File: src/rtl/conv2d_stream_engine_if.sv
// ---------------------------------------------------------------------------
// conv2d_stream_engine_if
// Bundles the control, coefficient-load, pixel-in and result-out signals of
// conv2d_stream_engine into a single interface.
//   slave  modport : engine side (inputs from the host, outputs to it)
//   master modport : host / producer / consumer side
// Signals:
//   in_st      start pulse                 busy      frame in progress
//   done       last result accepted pulse  coef_we   coefficient write strobe
//   coef_addr  coefficient index (row-major) coef_din signed coefficient
//   pix_valid/pix_ready/pix_din            pixel stream (unsigned)
//   out_valid/out_ready/dout/out_last      result stream (signed)
// ---------------------------------------------------------------------------
interface conv2d_stream_engine_if #(
  parameter int K      = 3,
  parameter int DATA_W = 8,
  parameter int COEF_W = 8,
  parameter int ACC_W  = 16
);
  localparam int ADDR_W = (K * K > 1) ? $clog2(K * K) : 1;

  logic                     in_st;
  logic                     busy;
  logic                     done;
  logic                     coef_we;
  logic [ADDR_W-1:0]        coef_addr;
  logic signed [COEF_W-1:0] coef_din;
  logic                     pix_valid;
  logic                     pix_ready;
  logic [DATA_W-1:0]        pix_din;
  logic                     out_valid;
  logic                     out_ready;
  logic signed [ACC_W-1:0]  dout;
  logic                     out_last;

  modport slave (
    input  in_st, coef_we, coef_addr, coef_din, pix_valid, pix_din, out_ready,
    output busy, done, pix_ready, out_valid, dout, out_last
  );

  modport master (
    output in_st, coef_we, coef_addr, coef_din, pix_valid, pix_din, out_ready,
    input  busy, done, pix_ready, out_valid, dout, out_last
  );
endinterface

File: src/rtl/conv2d_stream_engine.sv
// ---------------------------------------------------------------------------
// conv2d_stream_engine
// Streaming KxK 2D convolution over an IMG_W x IMG_H raster-order image.
// Pixels enter through a valid/ready port and fill a pixel delay line that
// spans K-1 image lines plus K-1 pixels, so every KxK window is available
// the moment its bottom-right pixel arrives. Each complete window yields one
// saturated signed result on a registered valid/ready output port.
// Ports:
//   clk  : clock
//   rst  : synchronous active-high reset
//   bus  : conv2d_stream_engine_if.slave (control, coefficients, pixel and
//          result streams)
// Build option:
//   CONV_RELU_EN : when defined, negative saturated results are clamped to 0.
// ---------------------------------------------------------------------------
module conv2d_stream_engine #(
  parameter int IMG_W  = 8,
  parameter int IMG_H  = 8,
  parameter int K      = 3,
  parameter int DATA_W = 8,
  parameter int COEF_W = 8,
  parameter int ACC_W  = 16
) (
  input logic                   clk,
  input logic                   rst,
  conv2d_stream_engine_if.slave bus
);
  localparam int NTAP      = K * K;
  localparam int ADDR_W    = (NTAP > 1) ? $clog2(NTAP) : 1;
  localparam int NPIX      = IMG_W * IMG_H;
  localparam int COL_W     = $clog2(IMG_W + 1);
  localparam int ROW_W     = $clog2(IMG_H + 1);
  localparam int PIX_W     = $clog2(NPIX + 1);
  localparam int PROD_W    = DATA_W + 1 + COEF_W;
  localparam int SUM_W     = DATA_W + COEF_W + 2 * $clog2(K) + 1;
  localparam int SHIFT_LEN = (K > 1) ? (K - 1) * IMG_W + K - 1 : 1;

  localparam logic signed [SUM_W-1:0] SAT_MAX = SUM_W'((64'sd1 <<< (ACC_W - 1)) - 64'sd1);
  localparam logic signed [SUM_W-1:0] SAT_MIN = SUM_W'(-(64'sd1 <<< (ACC_W - 1)));

  typedef enum logic {S_IDLE, S_RUN} state_t;

  state_t                   r_state;
  state_t                   w_stateNext;
  logic                     w_doneNext;
  logic                     r_done;
  logic [COL_W-1:0]         r_col;
  logic [ROW_W-1:0]         r_row;
  logic [PIX_W-1:0]         r_pixCnt;
  logic [DATA_W-1:0]        r_shift [SHIFT_LEN];
  logic [DATA_W-1:0]        w_win   [SHIFT_LEN+1];
  logic signed [COEF_W-1:0] r_coef  [NTAP];
  logic                     r_outValid;
  logic                     r_outLast;
  logic signed [ACC_W-1:0]  r_dout;
  logic signed [PROD_W-1:0] w_prod;
  logic signed [SUM_W-1:0]  w_sum;
  logic signed [ACC_W-1:0]  w_sat;
  logic signed [ACC_W-1:0]  w_result;
  logic                     w_start;
  logic                     w_pixReady;
  logic                     w_pixFire;
  logic                     w_outFire;
  logic                     w_winDone;
  logic                     w_lastPix;
  logic                     w_addrOk;

  assign w_addrOk   = ({{(32 - ADDR_W){1'b0}}, bus.coef_addr} < 32'(NTAP));
  assign w_pixReady = (r_state == S_RUN) && (!r_outValid || bus.out_ready) &&
                      (r_pixCnt < PIX_W'(NPIX));
  assign w_pixFire  = bus.pix_valid && w_pixReady;
  assign w_outFire  = r_outValid && bus.out_ready;
  assign w_winDone  = w_pixFire && (r_row >= ROW_W'(K - 1)) && (r_col >= COL_W'(K - 1));
  assign w_lastPix  = (r_pixCnt == PIX_W'(NPIX - 1));
  assign w_start    = (r_state == S_IDLE) && (w_stateNext == S_RUN);

  // Frame state register.
  always_ff @(posedge clk) begin
    if (rst) begin
      r_state <= S_IDLE;
      r_done  <= 1'b0;
    end else begin
      r_state <= w_stateNext;
      r_done  <= w_doneNext;
    end
  end

  // A start is refused during the done pulse so a start held across the end
  // of a frame cannot silently launch the next one.
  always_comb begin
    w_stateNext = r_state;
    w_doneNext  = 1'b0;
    if (r_state == S_IDLE) begin
      if (bus.in_st && !r_done) w_stateNext = S_RUN;
    end else if (w_outFire && r_outLast) begin
      w_stateNext = S_IDLE;
      w_doneNext  = 1'b1;
    end
  end

  // Coefficients are only writable between frames so a running frame always
  // sees one consistent kernel.
  always_ff @(posedge clk) begin
    if (rst) begin
      for (int n = 0; n < NTAP; n++) r_coef[n] <= '0;
    end else if ((r_state == S_IDLE) && bus.coef_we && w_addrOk) begin
      r_coef[bus.coef_addr] <= bus.coef_din;
    end
  end

  // Raster position and accepted-pixel count of the next incoming pixel.
  always_ff @(posedge clk) begin
    if (rst || w_start) begin
      r_col    <= '0;
      r_row    <= '0;
      r_pixCnt <= '0;
    end else if (w_pixFire) begin
      r_pixCnt <= r_pixCnt + PIX_W'(1);
      if (r_col == COL_W'(IMG_W - 1)) begin
        r_col <= '0;
        r_row <= r_row + ROW_W'(1);
      end else begin
        r_col <= r_col + COL_W'(1);
      end
    end
  end

  // Pixel delay line acting as the K-1 line buffers; contents left over
  // from an aborted frame never reach a result because the row/col gating
  // restarts with the new frame.
  always_ff @(posedge clk) begin
    if (w_pixFire) begin
      r_shift[0] <= bus.pix_din;
      for (int n = 1; n < SHIFT_LEN; n++) r_shift[n] <= r_shift[n-1];
    end
  end

  // Window taps by age: age 0 is the pixel on the input right now, age a is
  // the pixel accepted a pixels earlier.
  always_comb begin
    w_win[0] = bus.pix_din;
    for (int n = 0; n < SHIFT_LEN; n++) w_win[n+1] = r_shift[n];
  end

  // Coefficient (i,j) meets the pixel i rows and j columns from the window's
  // top-left, i.e. (K-1-i) lines and (K-1-j) pixels older than the input.
  always_comb begin
    w_prod = '0;
    w_sum  = '0;
    for (int i = 0; i < K; i++) begin
      for (int j = 0; j < K; j++) begin
        w_prod = $signed({1'b0, w_win[(K - 1 - i) * IMG_W + (K - 1 - j)]}) * r_coef[i * K + j];
        w_sum  = w_sum + SUM_W'(w_prod);
      end
    end
  end

  // Clamp the full-precision sum into the output range.
  always_comb begin
    w_sat = w_sum[ACC_W-1:0];
    if (w_sum > SAT_MAX) begin
      w_sat = SAT_MAX[ACC_W-1:0];
    end else if (w_sum < SAT_MIN) begin
      w_sat = SAT_MIN[ACC_W-1:0];
    end
    w_result = w_sat;
`ifdef CONV_RELU_EN
    if (w_sat[ACC_W-1]) w_result = '0;
`endif
  end

  // A new result takes priority over retiring the old one, which lets a
  // handshake and a new window share a cycle without a bubble.
  always_ff @(posedge clk) begin
    if (rst) begin
      r_outValid <= 1'b0;
      r_outLast  <= 1'b0;
      r_dout     <= '0;
    end else if (w_winDone) begin
      r_outValid <= 1'b1;
      r_outLast  <= w_lastPix;
      r_dout     <= w_result;
    end else if (w_outFire) begin
      r_outValid <= 1'b0;
      r_outLast  <= 1'b0;
    end
  end

  assign bus.busy      = (r_state == S_RUN);
  assign bus.done      = r_done;
  assign bus.pix_ready = w_pixReady;
  assign bus.out_valid = r_outValid;
  assign bus.out_last  = r_outLast;
  assign bus.dout      = r_dout;

endmodule

File: src/flat_wrapper.sv
// flat-port wrapper written by rule: the top's interface ports become plain ports
module conv2d_stream_engine_flat 
#(
  parameter int IMG_W  = 8,
  parameter int IMG_H  = 8,
  parameter int K      = 3,
  parameter int DATA_W = 8,
  parameter int COEF_W = 8,
  parameter int ACC_W  = 16
)
  (clk, rst, bus_in_st, bus_coef_we, bus_coef_addr, bus_coef_din, bus_pix_valid, bus_pix_din, bus_out_ready, bus_busy, bus_done, bus_pix_ready, bus_out_valid, bus_dout, bus_out_last);
  conv2d_stream_engine_if #(.K(K), .DATA_W(DATA_W), .COEF_W(COEF_W), .ACC_W(ACC_W)) bus_i ();
  input logic clk;
  input logic rst;
  input wire logic [$bits(bus_i.in_st)-1:0] bus_in_st;
  input wire logic [$bits(bus_i.coef_we)-1:0] bus_coef_we;
  input wire logic [$bits(bus_i.coef_addr)-1:0] bus_coef_addr;
  input wire logic [$bits(bus_i.coef_din)-1:0] bus_coef_din;
  input wire logic [$bits(bus_i.pix_valid)-1:0] bus_pix_valid;
  input wire logic [$bits(bus_i.pix_din)-1:0] bus_pix_din;
  input wire logic [$bits(bus_i.out_ready)-1:0] bus_out_ready;
  output wire logic [$bits(bus_i.busy)-1:0] bus_busy;
  output wire logic [$bits(bus_i.done)-1:0] bus_done;
  output wire logic [$bits(bus_i.pix_ready)-1:0] bus_pix_ready;
  output wire logic [$bits(bus_i.out_valid)-1:0] bus_out_valid;
  output wire logic [$bits(bus_i.dout)-1:0] bus_dout;
  output wire logic [$bits(bus_i.out_last)-1:0] bus_out_last;
  assign bus_i.in_st = bus_in_st;
  assign bus_i.coef_we = bus_coef_we;
  assign bus_i.coef_addr = bus_coef_addr;
  assign bus_i.coef_din = bus_coef_din;
  assign bus_i.pix_valid = bus_pix_valid;
  assign bus_i.pix_din = bus_pix_din;
  assign bus_i.out_ready = bus_out_ready;
  assign bus_busy = bus_i.busy;
  assign bus_done = bus_i.done;
  assign bus_pix_ready = bus_i.pix_ready;
  assign bus_out_valid = bus_i.out_valid;
  assign bus_dout = bus_i.dout;
  assign bus_out_last = bus_i.out_last;
  conv2d_stream_engine #(.IMG_W(IMG_W), .IMG_H(IMG_H), .K(K), .DATA_W(DATA_W), .COEF_W(COEF_W), .ACC_W(ACC_W)) u_core (.clk(clk), .rst(rst), .bus(bus_i));
endmodule
File: config.mk
export PLATFORM = sky130hd
export DESIGN_NAME = conv2d_stream_engine_flat
export DESIGN_NICKNAME = d
export VERILOG_FILES = /design/src/rtl/conv2d_stream_engine_if.sv /design/src/rtl/conv2d_stream_engine.sv /design/src/flat_wrapper.sv
export SDC_FILE = /design/constraint.sdc
export NUM_CORES = 2
export LEC_CHECK = 0
export CORE_UTILIZATION = 25
export DETAILED_ROUTE_END_ITERATION = 10
export GPL_ROUTABILITY_DRIVEN = 0
export PLACE_DENSITY_LB_ADDON = 0.2
export REMOVE_ABC_BUFFERS = 1
export SYNTH_ARGS = -nofsm -noshare
export SYNTH_HDL_FRONTEND = slang
export SYNTH_SLANG_ARGS = --single-unit
File: constraint.sdc
create_clock -name clk -period 17.01 [get_ports clk]
set_input_delay 3.402 -clock clk [delete_from_list [all_inputs] [get_ports clk]]
set_output_delay 3.402 -clock clk [all_outputs]
set_load 0.02 [all_outputs]
==> impl_results.md <==
- Initial antenna violation count: 9
- Final period util: 75.5%
- Global router's overall resource usage: 14.5%
- H-Tree Level Count: 2
- #FFs+latches synth: 251
- Final WS setup: ~4200 ps
- Crit path DAT: between 10,000 and 15,000 ps
- Cts hold-fix bufs: 0
- Synth Cell Area: 30,700 um2
- Io pins: 47
- Share of layout cells above drive strength 1: 3.23%
- Largest net degree at the start of global routing: slightly above 60
- Min Tclk post-route: ~13,000 ps
- Final setup viols: 0
- Cell mode on critical path: fa_1
- Clock Tree Buf Depth: 3
- Worst reg2reg startpoint: u_core.r_shift[17][5]
- WL final: approximately 87 mm
- Core Util, Final: 28.3%
- Starting density of the core: between 20% and 30%
- Slew HR: 24.5%
- # nets final: 3,847
- Final Hold Viols: 0
- Post-Syn Instances: around 2,900
- Core Area: 122,000 um2
- MaxCap Viol Count: 0
- Setup TNS: 0 ps
- Dpl hpwl: between 70 and 80 mm
- Slew of the pin with the lowest slew margin: 1120 ps
- Worst hold path cell count: 0
- Ys async rst share: 0%
- Setup Fix Bufs, Post-CTS: 0
- Maximum fanout along the worst path: 15
- RSZ-0062 raised after global routing: no
- Synth cell count leaders: inv_1, fa_1, and2_1
- Post-CTS Resized: 0
- Startpoint types: flop
- Avg Inst Size Synth: 10.7 um2
- Most common cell in the netlist: inv_1
- Synth warnings: 0
- Vias: 19,151
- Primary FF master, synth: edfxtp_1
- Synth top area cells: fa_1, edfxtp_1, ha_1
- Worst-skew pair later-pin latency: 590 ps
- DRC viols: 0
- Worst min path class: reg -> reg
- Die width: approximately 350 um
- Clk slew on worst S/H paths: approximately 60 ps
- Crit end category: flop
- Finished Cell Area: roughly 34,000 um2
- Num CTS Buffers: 36
- R2r setup slk: 4160 ps
- Die area: 124,000 um2
- PortBufs: 46
- Filler cells: around 13,000
- Top-area cell type share of the netlist area: a little over a third
- Die Height: 353 um
- Sequential area share after synthesis: 23.4%
- Number of flops mapped to enable cells by yosys: around 220
- Worst Hold Endpoint: u_core.r_shift[7][1]
- Critical R2R Capture: u_core.bus.dout[3]
- TritonRoute pass-1 iters: 5
- Worst r2r path cells: 39
- Total clock sinks: 251
- CP max stage delay: 680 ps
- Area leader, netlist: fa_1
- Synth cell types: 65
- Grt ovf: 0
- Synthesis-to-layout area growth: 12.1%
- CP Class: reg -> reg
- Initial drt markers: 982
- Fmax: a little under 80 MHz
- Beginning of the worst hold path: u_core.r_shift[6][1]
- Row count: 128
- First-pass GRT wire length: 134 mm
- Routed length per instance: approximately 19 um
- Worst Path Required: 17,430 ps
- Max Clock Skew: 28.9 ps
- Vias in the first global route: ~20,000
- Root buffer cell: clkbuf_16
- Vias/cell: 4.17
- Outcome: complete, no violations
- CTS tree: done
- Post-Place Cell Area: approximately 33,000 um2
- Place WS: 4120 ps
- DRT antenna net count: 0
- Worst path slowest cell: o32ai_4
- Max Slew Vio Count: 0
[through the flow]
step           hold WS, ps  std cells
5_1_grt                415       4596
4_1_cts                412       4596
3_3_place_gp           401       4531
3_5_place_dp           405       4531
2_1_floorplan          400       2848
6_report               414       4597
[logic make-up (layout without fill, tap and decap cells)]
group / after synthesis / after routing / share of synthesized area [%]
fa+ha+maj: 877 / 877 / 49.2
simple gates: 799 / 799 / 13.4
buf+inv: 773 / 870 / 9.50
flops: 251 / 251 / 23.4
compound gates: 126 / 126 / 3.07
xor+xnor: 43 / 43 / 1.27
mux: 5 / 5 / 0.167
other cells: 0 / 1 / 0
[worst max path at each step]
stage	from	endpoint	slack [ps]
global route	u_core.r_shift[17][5]	u_core.bus.dout[4]	3390
floorplan	u_core.r_shift[17][5]	u_core.bus.dout[0]	5100
CTS	u_core.r_shift[17][5]	u_core.bus.dout[3]	4070
global placement	u_core.r_shift[17][5]	u_core.bus.dout[3]	4140
detailed placement	u_core.r_shift[17][5]	u_core.bus.dout[8]	4120
finish	u_core.r_shift[17][5]	u_core.bus.dout[3]	4160
[routing by layer]
layer	vias up	global-route usage (%)	wire length, um
li1	8858	-	-
met1	9889	20.9	41700
met2	318	22.4	39100
met3	86	1.83	3550
met4	0	4.54	2850
met5	-	0	0
[layout make-up]
cell class | count | area [um2] | share of cell area [%]
Sequential cell | 251 | 7190 | 20.9
Multi-Input combinational cell | 1850 | 20600 | 59.9
Clock inverter | 22 | 275 | 0.799
Antenna cell | 1 | 2.50 | 0.00726
Timing Repair Buffer | 58 | 551 | 1.60
Tap cell | 1625 | 2030 | 5.90
Clock buffer | 43 | 968 | 2.81
Inverter | 747 | 2800 | 8.14
[registers in the layout, summed over array words and instances, names as in the netlist]
signal / cells
u_core.bus.out_valid: 1
u_core.bus.done: 1
u_core.bus.out_last: 1
u_core.r_shift: 144
u_core.r_row: 4
u_core.r_coef: 72
u_core.bus.dout: 16
u_core.bus.busy: 1
u_core.r_pixCnt: 7
u_core.r_col: 4
[placed cells by master, fill, tap and decap left out, drive strengths merged, types with 6 or more instances in the layout]
master	count
o32ai	7
clkinv	15
a21oi	26
clkdlybuf4s50	46
a211oi	11
nand3	13
or3	13
nor2	74
dfxtp	35
nor2b	10
nand2	266
nand2b	40
buf	12
a31oi	6
edfxtp	216
nor3	14
clkbuf	43
ha	324
fa	553
o22ai	7
xor2	20
or2	6
inv	749
o21ai	30
xnor2	23
nand4	8
o211ai	10
a21o	9
and2	338
[worst max-delay path: cells and delay by family (launching register included)]
| family | cells | cell delay, ps |
|---|---|---|
| adders and majority gates | 18 | 8750 |
| AOI/OAI and AO/OA | 8 | 2230 |
| DFF | 1 | 540 |
| buffers and inverters | 10 | 520 |
| xor gates and xnor gates | 1 | 330 |
| and+or+nand+nor | 2 | 310 |
Power is not shown: default switching activity piles up to over one toggle a cycle in this logic, so the estimate is an artifact.
